**src/rtl/atadev_pkg.sv**
```systemverilog
// Shared definitions for the ATA PIO device emulator: task-file register indices,
// Device Control bit positions, power-on/reset signature values and FSM states.
package atadev_pkg;

    localparam logic [2:0] ATA_REG_DATA    = 3'd0;
    localparam logic [2:0] ATA_REG_ERR     = 3'd1;
    localparam logic [2:0] ATA_REG_SECCNT  = 3'd2;
    localparam logic [2:0] ATA_REG_SECNUM  = 3'd3;
    localparam logic [2:0] ATA_REG_CYLL    = 3'd4;
    localparam logic [2:0] ATA_REG_CYLH    = 3'd5;
    localparam logic [2:0] ATA_REG_DEVHEAD = 3'd6;
    localparam logic [2:0] ATA_REG_CMD     = 3'd7;
    localparam logic [2:0] ATA_REG_DEVCTRL = 3'd6;

    localparam int DEVCTRL_NIEN_BIT = 1;
    localparam int DEVCTRL_SRST_BIT = 2;

    localparam logic [7:0] SIG_SECCNT  = 8'h01;
    localparam logic [7:0] SIG_SECNUM  = 8'h01;
    localparam logic [7:0] SIG_CYLL    = 8'h00;
    localparam logic [7:0] SIG_CYLH    = 8'h00;
    localparam logic [7:0] SIG_DEVHEAD = 8'h00;

    typedef enum logic [1:0] {
        ST_IDLE     = 2'd0,
        ST_RD_WAIT  = 2'd1,
        ST_RD_DRIVE = 2'd2
    } ata_state_e;

    // Byte-wide task-file registers appear on the low half of DD.
    function automatic logic [15:0] byte_word(input logic [7:0] b);
        return {8'h00, b};
    endfunction

endpackage

```
**src/rtl/atadev_pio_target_if.sv**
```systemverilog
// ATA PIO host bus as seen between a host controller (master) and the device (slave).
interface atadev_pio_target_if;
    logic        ata_resetn_i;
    logic [15:0] ata_dd_i;
    logic [2:0]  ata_da_i;
    logic        ata_cs0n_i;
    logic        ata_cs1n_i;
    logic        ata_diorn_i;
    logic        ata_diown_i;
    logic [15:0] ata_dd_o;
    logic        ata_dd_oe;
    logic        ata_iordy_o;
    logic        ata_intrq_o;

    modport slave (
        input  ata_resetn_i, ata_dd_i, ata_da_i, ata_cs0n_i, ata_cs1n_i, ata_diorn_i, ata_diown_i,
        output ata_dd_o, ata_dd_oe, ata_iordy_o, ata_intrq_o
    );

    modport master (
        output ata_resetn_i, ata_dd_i, ata_da_i, ata_cs0n_i, ata_cs1n_i, ata_diorn_i, ata_diown_i,
        input  ata_dd_o, ata_dd_oe, ata_iordy_o, ata_intrq_o
    );
endinterface

```
**src/rtl/atadev_sync.sv**
```systemverilog
// Plain flop-chain synchroniser; every ATA input group uses the same depth so that
// strobes, select lines and data stay cycle-aligned after crossing.
module atadev_sync #(
    parameter int               WIDTH   = 1,
    parameter int               STAGES  = 2,
    parameter logic [WIDTH-1:0] RST_VAL = '0
) (
    input  logic             wb_clk_i,
    input  logic             rst_nreset_i,
    input  logic [WIDTH-1:0] d_i,
    output logic [WIDTH-1:0] q_o
);
    logic [WIDTH-1:0] stage_q [STAGES];

    // Shift chain, loaded with the idle level of the bus group on reset.
    always_ff @(posedge wb_clk_i or negedge rst_nreset_i) begin
        if (!rst_nreset_i) begin
            for (int i = 0; i < STAGES; i++) stage_q[i] <= RST_VAL;
        end else begin
            stage_q[0] <= d_i;
            for (int i = 1; i < STAGES; i++) stage_q[i] <= stage_q[i-1];
        end
    end

    assign q_o = stage_q[STAGES-1];
endmodule

```
**src/rtl/atadev_pio_target.sv**
```systemverilog
// ATA-3 PIO device-side target: task-file registers, strobe FSM with IORDY stalling
// for data-port reads, interrupt logic and local-side data/command handshakes.
module atadev_pio_target
    import atadev_pkg::*;
#(
    parameter int SYNC_STAGES = 2,
    parameter int RD_TMO      = 255
) (
    input  logic                  wb_clk_i,
    input  logic                  rst_nreset_i,
    atadev_pio_target_if.slave    ata,
    input  logic [7:0]            status_i,
    input  logic [7:0]            error_i,
    input  logic                  irq_set_i,
    input  logic [15:0]           drd_data_i,
    input  logic                  drd_valid_i,
    output logic                  drd_ready_o,
    output logic [15:0]           dwr_data_o,
    output logic                  dwr_valid_o,
    output logic [7:0]            cmd_o,
    output logic                  cmd_valid_o,
    output logic                  srst_o,
    output logic                  rd_tmo_o
);
    localparam int              TMO_W   = (RD_TMO < 1) ? 1 : $clog2(RD_TMO + 1);
    localparam logic [TMO_W-1:0] TMO_LIM = TMO_W'(RD_TMO);

    logic        diorn_s, diown_s, cs0n_s, cs1n_s, ata_rstn_s;
    logic [2:0]  da_s;
    logic [15:0] dd_s, rd_mux_s;
    logic        rd_fall_s, rd_rise_s, wr_rise_s, sel_cs0_s, sel_cs1_s, devctrl_wr_s, irq_clr_s;

    ata_state_e  state_q, state_d;
    logic [TMO_W-1:0] cnt_q, cnt_d;
    logic        rd_prev_q, wr_prev_q;
    logic [7:0]  seccnt_q, seccnt_d, secnum_q, secnum_d, cyll_q, cyll_d, cylh_q, cylh_d;
    logic [7:0]  devhead_q, devhead_d, cmd_q, cmd_d;
    logic        nien_q, nien_d, srst_q, srst_d, pend_q, pend_d;
    logic [15:0] dd_q, dd_d, dwr_data_q, dwr_data_d;
    logic        oe_q, oe_d, iordy_q, iordy_d, intrq_q, intrq_d, srst_o_q, srst_o_d;
    logic        drd_ready_q, drd_ready_d, dwr_valid_q, dwr_valid_d;
    logic        cmd_valid_q, cmd_valid_d, tmo_q, tmo_d;

    atadev_sync #(.WIDTH(2), .STAGES(SYNC_STAGES), .RST_VAL(2'b11)) u_sync_strb (
        .wb_clk_i, .rst_nreset_i, .d_i({ata.ata_diorn_i, ata.ata_diown_i}), .q_o({diorn_s, diown_s}));
    atadev_sync #(.WIDTH(5), .STAGES(SYNC_STAGES), .RST_VAL(5'b11000)) u_sync_sel (
        .wb_clk_i, .rst_nreset_i, .d_i({ata.ata_cs0n_i, ata.ata_cs1n_i, ata.ata_da_i}),
        .q_o({cs0n_s, cs1n_s, da_s}));
    atadev_sync #(.WIDTH(16), .STAGES(SYNC_STAGES), .RST_VAL(16'h0000)) u_sync_dd (
        .wb_clk_i, .rst_nreset_i, .d_i(ata.ata_dd_i), .q_o(dd_s));
    atadev_sync #(.WIDTH(1), .STAGES(SYNC_STAGES), .RST_VAL(1'b1)) u_sync_rst (
        .wb_clk_i, .rst_nreset_i, .d_i(ata.ata_resetn_i), .q_o(ata_rstn_s));

    assign rd_fall_s    = rd_prev_q & ~diorn_s;
    assign rd_rise_s    = ~rd_prev_q & diorn_s;
    assign wr_rise_s    = ~wr_prev_q & diown_s;
    assign sel_cs0_s    = ~cs0n_s & cs1n_s;
    assign sel_cs1_s    = cs0n_s & ~cs1n_s;
    assign devctrl_wr_s = (state_q == ST_IDLE) && wr_rise_s && diorn_s && sel_cs1_s &&
                          (da_s == ATA_REG_DEVCTRL);

    // Register read multiplexer; Status/AltStatus come straight from status_i at the strobe fall.
    always_comb begin
        rd_mux_s = 16'h00FF;
        if (sel_cs0_s) begin
            case (da_s)
                ATA_REG_ERR:     rd_mux_s = byte_word(error_i);
                ATA_REG_SECCNT:  rd_mux_s = byte_word(seccnt_q);
                ATA_REG_SECNUM:  rd_mux_s = byte_word(secnum_q);
                ATA_REG_CYLL:    rd_mux_s = byte_word(cyll_q);
                ATA_REG_CYLH:    rd_mux_s = byte_word(cylh_q);
                ATA_REG_DEVHEAD: rd_mux_s = byte_word(devhead_q);
                ATA_REG_CMD:     rd_mux_s = byte_word(status_i);
                default:         rd_mux_s = 16'h0000;
            endcase
        end else if (sel_cs1_s && (da_s == ATA_REG_DEVCTRL)) begin
            rd_mux_s = byte_word(status_i);
        end else begin
            rd_mux_s = 16'h00FF;
        end
    end

    // Strobe FSM, register writes, interrupt state and both reset flavours.
    always_comb begin
        state_d = state_q;       cnt_d = cnt_q;           dd_d = dd_q;
        oe_d = oe_q;             iordy_d = iordy_q;       seccnt_d = seccnt_q;
        secnum_d = secnum_q;     cyll_d = cyll_q;         cylh_d = cylh_q;
        devhead_d = devhead_q;   nien_d = nien_q;         srst_d = srst_q;
        cmd_d = cmd_q;           dwr_data_d = dwr_data_q; pend_d = pend_q;
        drd_ready_d = 1'b0;      dwr_valid_d = 1'b0;      cmd_valid_d = 1'b0;
        tmo_d = 1'b0;            irq_clr_s = 1'b0;
        case (state_q)
            ST_IDLE: begin
                if (rd_fall_s && diown_s && (sel_cs0_s || sel_cs1_s)) begin
                    if (sel_cs0_s && (da_s == ATA_REG_DATA)) begin
                        if (drd_valid_i) begin
                            dd_d = drd_data_i; drd_ready_d = 1'b1; oe_d = 1'b1; state_d = ST_RD_DRIVE;
                        end else begin
                            iordy_d = 1'b0; cnt_d = '0; state_d = ST_RD_WAIT;
                        end
                    end else begin
                        dd_d = rd_mux_s; oe_d = 1'b1; state_d = ST_RD_DRIVE;
                        irq_clr_s = sel_cs0_s && (da_s == ATA_REG_CMD);
                    end
                end else if (wr_rise_s && diorn_s && sel_cs0_s) begin
                    case (da_s)
                        ATA_REG_DATA:    begin dwr_data_d = dd_s; dwr_valid_d = 1'b1; end
                        ATA_REG_SECCNT:  seccnt_d  = dd_s[7:0];
                        ATA_REG_SECNUM:  secnum_d  = dd_s[7:0];
                        ATA_REG_CYLL:    cyll_d    = dd_s[7:0];
                        ATA_REG_CYLH:    cylh_d    = dd_s[7:0];
                        ATA_REG_DEVHEAD: devhead_d = dd_s[7:0];
                        ATA_REG_CMD:     begin cmd_d = dd_s[7:0]; cmd_valid_d = 1'b1; irq_clr_s = 1'b1; end
                        default:         cmd_d = cmd_q;
                    endcase
                end else if (devctrl_wr_s) begin
                    nien_d = dd_s[DEVCTRL_NIEN_BIT];
                    srst_d = dd_s[DEVCTRL_SRST_BIT];
                end else begin
                    state_d = ST_IDLE;
                end
            end
            ST_RD_WAIT: begin
                if (rd_rise_s) begin
                    iordy_d = 1'b1; state_d = ST_IDLE;
                end else if (drd_valid_i) begin
                    dd_d = drd_data_i; drd_ready_d = 1'b1; iordy_d = 1'b1; oe_d = 1'b1; state_d = ST_RD_DRIVE;
                end else if (cnt_q == TMO_LIM) begin
                    dd_d = 16'hFFFF; tmo_d = 1'b1; iordy_d = 1'b1; oe_d = 1'b1; state_d = ST_RD_DRIVE;
                end else begin
                    cnt_d = cnt_q + TMO_W'(1);
                end
            end
            ST_RD_DRIVE: begin
                if (rd_rise_s) begin
                    oe_d = 1'b0; state_d = ST_IDLE;
                end else begin
                    oe_d = 1'b1;
                end
            end
            default: begin
                oe_d = 1'b0; iordy_d = 1'b1; state_d = ST_IDLE;
            end
        endcase

        // A new interrupt request outranks a clear arriving in the same cycle.
        if (irq_set_i) begin
            pend_d = 1'b1;
        end else if (irq_clr_s) begin
            pend_d = 1'b0;
        end else begin
            pend_d = pend_q;
        end

        if (!ata_rstn_s || srst_q) begin
            seccnt_d = SIG_SECCNT; secnum_d = SIG_SECNUM; cyll_d = SIG_CYLL; cylh_d = SIG_CYLH;
            devhead_d = SIG_DEVHEAD; pend_d = 1'b0; state_d = ST_IDLE; oe_d = 1'b0; iordy_d = 1'b1;
            drd_ready_d = 1'b0; dwr_valid_d = 1'b0; cmd_valid_d = 1'b0; tmo_d = 1'b0;
            // Device Control stays writable during SRST so the host can release it.
            nien_d = (ata_rstn_s && devctrl_wr_s) ? dd_s[DEVCTRL_NIEN_BIT] : 1'b0;
            srst_d = ata_rstn_s ? srst_d : 1'b0;
        end else begin
            srst_d = srst_d;
        end

        intrq_d  = pend_d & ~nien_d;
        srst_o_d = srst_d | ~ata_rstn_s;
    end

    // State and output registers.
    always_ff @(posedge wb_clk_i or negedge rst_nreset_i) begin
        if (!rst_nreset_i) begin
            state_q <= ST_IDLE;     cnt_q <= '0;            rd_prev_q <= 1'b1;   wr_prev_q <= 1'b1;
            seccnt_q <= SIG_SECCNT; secnum_q <= SIG_SECNUM; cyll_q <= SIG_CYLL;  cylh_q <= SIG_CYLH;
            devhead_q <= SIG_DEVHEAD; nien_q <= 1'b0;       srst_q <= 1'b0;      pend_q <= 1'b0;
            cmd_q <= 8'h00;         dwr_data_q <= 16'h0000; dd_q <= 16'h0000;    oe_q <= 1'b0;
            iordy_q <= 1'b1;        intrq_q <= 1'b0;        srst_o_q <= 1'b0;    drd_ready_q <= 1'b0;
            dwr_valid_q <= 1'b0;    cmd_valid_q <= 1'b0;    tmo_q <= 1'b0;
        end else begin
            state_q <= state_d;     cnt_q <= cnt_d;         rd_prev_q <= diorn_s; wr_prev_q <= diown_s;
            seccnt_q <= seccnt_d;   secnum_q <= secnum_d;   cyll_q <= cyll_d;    cylh_q <= cylh_d;
            devhead_q <= devhead_d; nien_q <= nien_d;       srst_q <= srst_d;    pend_q <= pend_d;
            cmd_q <= cmd_d;         dwr_data_q <= dwr_data_d; dd_q <= dd_d;      oe_q <= oe_d;
            iordy_q <= iordy_d;     intrq_q <= intrq_d;     srst_o_q <= srst_o_d; drd_ready_q <= drd_ready_d;
            dwr_valid_q <= dwr_valid_d; cmd_valid_q <= cmd_valid_d; tmo_q <= tmo_d;
        end
    end

    assign ata.ata_dd_o    = dd_q;
    assign ata.ata_dd_oe   = oe_q;
    assign ata.ata_iordy_o = iordy_q;
    assign ata.ata_intrq_o = intrq_q;
    assign drd_ready_o     = drd_ready_q;
    assign dwr_data_o      = dwr_data_q;
    assign dwr_valid_o     = dwr_valid_q;
    assign cmd_o           = cmd_q;
    assign cmd_valid_o     = cmd_valid_q;
    assign srst_o          = srst_o_q;
    assign rd_tmo_o        = tmo_q;
endmodule

```
**src/flat_wrapper.sv**
```systemverilog
// flat-port wrapper written by rule: the top's interface ports become plain ports
module atadev_pio_target_flat import atadev_pkg::*;
#(
    parameter int SYNC_STAGES = 2,
    parameter int RD_TMO      = 255
)
  (wb_clk_i, rst_nreset_i, status_i, error_i, irq_set_i, drd_data_i, drd_valid_i, drd_ready_o, dwr_data_o, dwr_valid_o, cmd_o, cmd_valid_o, srst_o, rd_tmo_o, ata_ata_resetn_i, ata_ata_dd_i, ata_ata_da_i, ata_ata_cs0n_i, ata_ata_cs1n_i, ata_ata_diorn_i, ata_ata_diown_i, ata_ata_dd_o, ata_ata_dd_oe, ata_ata_iordy_o, ata_ata_intrq_o);
  atadev_pio_target_if ata_i ();
  input  logic wb_clk_i;
  input  logic rst_nreset_i;
  input  logic [7:0] status_i;
  input  logic [7:0] error_i;
  input  logic irq_set_i;
  input  logic [15:0] drd_data_i;
  input  logic drd_valid_i;
  output logic drd_ready_o;
  output logic [15:0] dwr_data_o;
  output logic dwr_valid_o;
  output logic [7:0] cmd_o;
  output logic cmd_valid_o;
  output logic srst_o;
  output logic rd_tmo_o;
  input wire logic [$bits(ata_i.ata_resetn_i)-1:0] ata_ata_resetn_i;
  input wire logic [$bits(ata_i.ata_dd_i)-1:0] ata_ata_dd_i;
  input wire logic [$bits(ata_i.ata_da_i)-1:0] ata_ata_da_i;
  input wire logic [$bits(ata_i.ata_cs0n_i)-1:0] ata_ata_cs0n_i;
  input wire logic [$bits(ata_i.ata_cs1n_i)-1:0] ata_ata_cs1n_i;
  input wire logic [$bits(ata_i.ata_diorn_i)-1:0] ata_ata_diorn_i;
  input wire logic [$bits(ata_i.ata_diown_i)-1:0] ata_ata_diown_i;
  output wire logic [$bits(ata_i.ata_dd_o)-1:0] ata_ata_dd_o;
  output wire logic [$bits(ata_i.ata_dd_oe)-1:0] ata_ata_dd_oe;
  output wire logic [$bits(ata_i.ata_iordy_o)-1:0] ata_ata_iordy_o;
  output wire logic [$bits(ata_i.ata_intrq_o)-1:0] ata_ata_intrq_o;
  assign ata_i.ata_resetn_i = ata_ata_resetn_i;
  assign ata_i.ata_dd_i = ata_ata_dd_i;
  assign ata_i.ata_da_i = ata_ata_da_i;
  assign ata_i.ata_cs0n_i = ata_ata_cs0n_i;
  assign ata_i.ata_cs1n_i = ata_ata_cs1n_i;
  assign ata_i.ata_diorn_i = ata_ata_diorn_i;
  assign ata_i.ata_diown_i = ata_ata_diown_i;
  assign ata_ata_dd_o = ata_i.ata_dd_o;
  assign ata_ata_dd_oe = ata_i.ata_dd_oe;
  assign ata_ata_iordy_o = ata_i.ata_iordy_o;
  assign ata_ata_intrq_o = ata_i.ata_intrq_o;
  atadev_pio_target #(.SYNC_STAGES(SYNC_STAGES), .RD_TMO(RD_TMO)) u_core (.wb_clk_i(wb_clk_i), .rst_nreset_i(rst_nreset_i), .ata(ata_i), .status_i(status_i), .error_i(error_i), .irq_set_i(irq_set_i), .drd_data_i(drd_data_i), .drd_valid_i(drd_valid_i), .drd_ready_o(drd_ready_o), .dwr_data_o(dwr_data_o), .dwr_valid_o(dwr_valid_o), .cmd_o(cmd_o), .cmd_valid_o(cmd_valid_o), .srst_o(srst_o), .rd_tmo_o(rd_tmo_o));
endmodule
```
**config.mk**
```make
export PLATFORM = sky130hd
export DESIGN_NAME = atadev_pio_target_flat
export DESIGN_NICKNAME = d
export VERILOG_FILES = /design/src/rtl/atadev_pkg.sv /design/src/rtl/atadev_pio_target_if.sv /design/src/rtl/atadev_sync.sv /design/src/rtl/atadev_pio_target.sv /design/src/flat_wrapper.sv
export SDC_FILE = /design/constraint.sdc
export NUM_CORES = 1
export LEC_CHECK = 0
export BUFFER_PORTS_ARGS = -buffer_cell sky130_fd_sc_hd__buf_2
export CAP_MARGIN = 5
export CORE_ASPECT_RATIO = 1.1
export CORE_UTILIZATION = 45
export CTS_CLUSTER_SIZE = 40
export DETAILED_ROUTE_END_ITERATION = 10
export PLACE_DENSITY = 0.67
export SLEW_MARGIN = 20
export SYNTH_ARGS = -nofsm -noshare
export SYNTH_HDL_FRONTEND = slang
export SYNTH_HIERARCHICAL = 1
export SYNTH_SLANG_ARGS = --single-unit
export TNS_END_PERCENT = 10
```
**constraint.sdc**
```tcl
create_clock -name wb_clk_i -period 4.9 [get_ports wb_clk_i]
set_clock_uncertainty 0.05 [all_clocks]
set_input_delay 0.49 -clock wb_clk_i [delete_from_list [all_inputs] [get_ports wb_clk_i]]
set_output_delay 0.49 -clock wb_clk_i [all_outputs]
set_load 0.02 [all_outputs]
```
==> flow_summary.json <==
{
  "cts_setup_buffers": 0,
  "dr.pass1.iters": 4,
  "area_growth_syn_to_layout_pct": 16.7,
  "io_buffers": 107,
  "yosys.area.top_type_share_pct": 51.6,
  "drt_wl_total_mm": 14.2,
  "internal_power_mw": 2.28,
  "grt.total_usage_pct": 20.1,
  "required_ns": 5.18,
  "max_freq_mhz": 296,
  "synth.area.top_cells": "dfrtp_1, mux2i_1, dfstp_2, nor2_1, mux2_2",
  "p_switching_uw": 722,
  "min_path_type": "primary input to flop",
  "maxSlewHeadroom_pct": 33.3,
  "worstSetupPathType": "flop to flop",
  "dpl.hpwl_mm": 9.76,
  "setup_viol": 0,
  "drtAntennaViolNets": 0,
  "post-route-period-util_pct": 69.1,
  "worstMarginPinSlew_ns": 1.00,
  "synth_common_cells": "dfrtp_1, nor2_1, mux2i_1, a21oi_1, buf_4",
  "gp_congestion": 0.870,
  "grt_max_degree": 112,
  "fin_setup_tns_ns": 0,
  "core_area_um2": 14400,
  "die_x_um": 117,
  "clk_latency_ns": 0.42,
  "syn_avg_cell_area_um2": 12.0,
  "fin_nets": 690,
  "placed_area_um2": 7070,
  "peakVddDrop_mv": 0.248,
  "startpoint": "u_core/u_sync_sel/q_o[3]",
  "p_per_area_nw_per_um2": 391,
  "power.leakage_nw": 3.60,
  "path_clk_slew_ns": 0.06,
  "yosys_warnings": 6,
  "antenna_found_initial": 0,
  "cp-start-kind": "flop",
  "rows": 46,
  "crit_fanout": 18,
  "grt_pass1_wl_mm": 23.3,
  "cts_root_buf": "clkbuf_16",
  "async_flop_share_pct": 100,
  "die_area_um2": 15100,
  "rsz0062_at_grt": "false",
  "insertedDiodeCount": 0,
  "drv_cap": 0,
  "clock_sinks": 151,
  "drive_gt1_share_pct": 32.5,
  "p_sw_share_pct": 24.0,
  "yosysTopAreaCell": "dfrtp_1",
  "power_frac_clock_pct": 44.4,
  "post_cts_resized": 0,
  "slew_violations": 0,
  "netlist_instances": 549,
  "synth.most_common_cell": "dfrtp_1",
  "synth_edf_count": 0,
  "finalCriticalPeriod_ns": 3.38,
  "end_kind": "flop",
  "cts_tree": "done",
  "grt_overflow": 0,
  "cts_max_level": 4,
  "initial_utilization_pct": 45.8,
  "r2r-start": "u_core/u_sync_sel/q_o[3]",
  "ys.flop_type": "dfrtp_1",
  "synth_nets": 612,
  "hold_viol": 0,
  "hold_buffers": 0,
  "wire_per_inst_um": 17.0,
  "dpl_worst_slack_ns": 1.57,
  "fill_cells": 1300,
  "yosysSeqAreaShare_pct": 57.6,
  "worst_ep_arrival_time_ns": 3.66,
  "synth_cell_types": 57,
  "die_y_um": 129,
  "grt_pass1_vias": 4568,
  "drc_errors": 0,
  "via_per_inst": 5.32,
  "fin_ws_ns": 1.52,
  "power.share.sequential_pct": 45.8,
  "status": "finished clean",
  "hold_start": "ata_ata_diown_i",
  "synth_seq_cells": 151,
  "vias": 4430,
  "netlist_area_um2": 6590,
  "final_cell_area_um2": 7690,
  "p_comb_share_pct": 9.8,
  "drt_iter0_markers": 324,
  "pin_count": 108,
  "numCtsBuffers": 17,
  "clock_tree.buffer_depth": 2
}
[cell families (layout without fill, tap and decap cells)]
group / Yosys count / after routing / synth area share, %
AND/OR/NAND/NOR: 162 / 162 / 12.7
flip-flops: 151 / 151 / 57.6
AO/OA/AOI/OAI: 90 / 90 / 9.25
multiplexers: 83 / 83 / 14.3
buffers and inverters: 60 / 151 / 5.56
adder cells (fa/ha/maj): 3 / 3 / 0.570
[cell type report]
cell class,count,area [µm²],area share [%]
timing repair buffer,112,579,7.53
tap,192,240,3.12
multi-input combinational,338,2430,31.6
clock buffer,21,470,6.12
sequential,151,3800,49.4
inverter,7,26.3,0.342
clock inverter,11,146,1.90
[flip-flops by register name (all words and copies together) (netlist names), 2 cells and up]
signal and flops:
u_core/seccnt_q 8, u_core/u_sync_dd/stage_q 16, u_core/cmd_o 8, u_core/secnum_q 8
u_core/u_sync_sel/q_o 5, u_core/cyll_q 8, u_core/u_sync_strb/q_o 2, u_core/cylh_q 8
u_core/dwr_data_o 16, u_core/devhead_q 8, u_core/u_sync_dd/q_o 16, u_core/state_q 2
u_core/cnt_q 8, u_core/u_sync_sel/stage_q 5, u_core/ata.ata_dd_o 16, u_core/u_sync_strb/stage_q 2
[layout by cell type, fill, tap and decap left out, types with 3 or more instances in the layout]
| master | n |
|---|---|
| a2111oi_0 | 3 |
| a21o_1 | 3 |
| a21oi_1 | 29 |
| a221oi_1 | 5 |
| a22oi_1 | 3 |
| a31oi_1 | 3 |
| and2_1 | 3 |
| buf_2 | 106 |
| buf_4 | 5 |
| bufinv_16 | 3 |
| clkbuf_16 | 17 |
| clkbuf_8 | 3 |
| clkinvlp_4 | 5 |
| dfrtp_1 | 136 |
| dfstp_2 | 15 |
| ha_1 | 3 |
| inv_1 | 7 |
| mux2_2 | 22 |
| mux2_4 | 9 |
| mux2i_1 | 49 |
| mux4_2 | 3 |
| nand2_1 | 16 |
| nand2b_1 | 7 |
| nand3_1 | 10 |
| nand3b_1 | 5 |
| nand4_1 | 3 |
| nor2_1 | 71 |
| nor2b_1 | 10 |
| nor3_1 | 8 |
| nor4_1 | 3 |
| o21ai_0 | 14 |
| o2bb2ai_1 | 8 |
| o31ai_1 | 6 |
| or2_2 | 4 |
| or4_1 | 5 |
[final timing paths]
path                            cells past startpoint  slack (ns)                             to
worst max-delay path                                6        1.52                u_core/cnt_q[5]
worst min-delay path                                1        0.12  u_core/u_sync_strb/stage_q[2]
worst max register to register                      6        1.52                u_core/cnt_q[5]
worst min register to register                      0        0.29        u_core/u_sync_dd/q_o[0]
max in group asynchronous                           2        3.54   u_core/u_sync_dd/stage_q[20]
min in group asynchronous                           1        0.15                u_core/cnt_q[3]
[worst max-delay path, cell delays in order (launching register included)]
cell and delay, ns:
dfstp_2 0.53, ha_1 0.48, nor4b_2 0.81, o31a_1 0.23, nand3_1 0.37, or4_1 0.63
a21oi_1 0.19
[per-stage QoR]
step	power, mW	hold slack [ns]	cells	util (%)
final	3.01	0.118	832	53.4
after detailed placement	1.70	0.285	800	49.1
after global placement	1.69	0.282	800	49.1
after floorplan	1.57	0.144	549	-
after global routing	3.13	0.102	832	53.4
after CTS	3.05	0.0988	832	53.4
[power by group through the flow]
| stage | logic (mW) | clock network (mW) | registers [mW] |
|---|---|---|---|
| 2_1_floorplan | 0.127 | 0 | 1.45 |
| 3_3_place_gp | 0.294 | 0 | 1.39 |
| 3_5_place_dp | 0.299 | 0 | 1.40 |
| 4_1_cts | 0.300 | 1.37 | 1.38 |
| 5_1_grt | 0.321 | 1.42 | 1.39 |
| 6_report | 0.296 | 1.33 | 1.38 |
[routing by layer]
| layer | vias up | track usage, % | wire length, µm | share of wire, % |
|---|---|---|---|---|
| met5 | - | 0 | 0 | 0 |
| met4 | 0 | 10.0 | 305 | 2.2 |
| met3 | 26 | 4.92 | 706 | 5.0 |
| met2 | 138 | 32.1 | 6780 | 48 |
| met1 | 2164 | 25.7 | 6370 | 45 |
| li1 | 2102 | - | - | - |
Power figures use the tool's default switching activity.
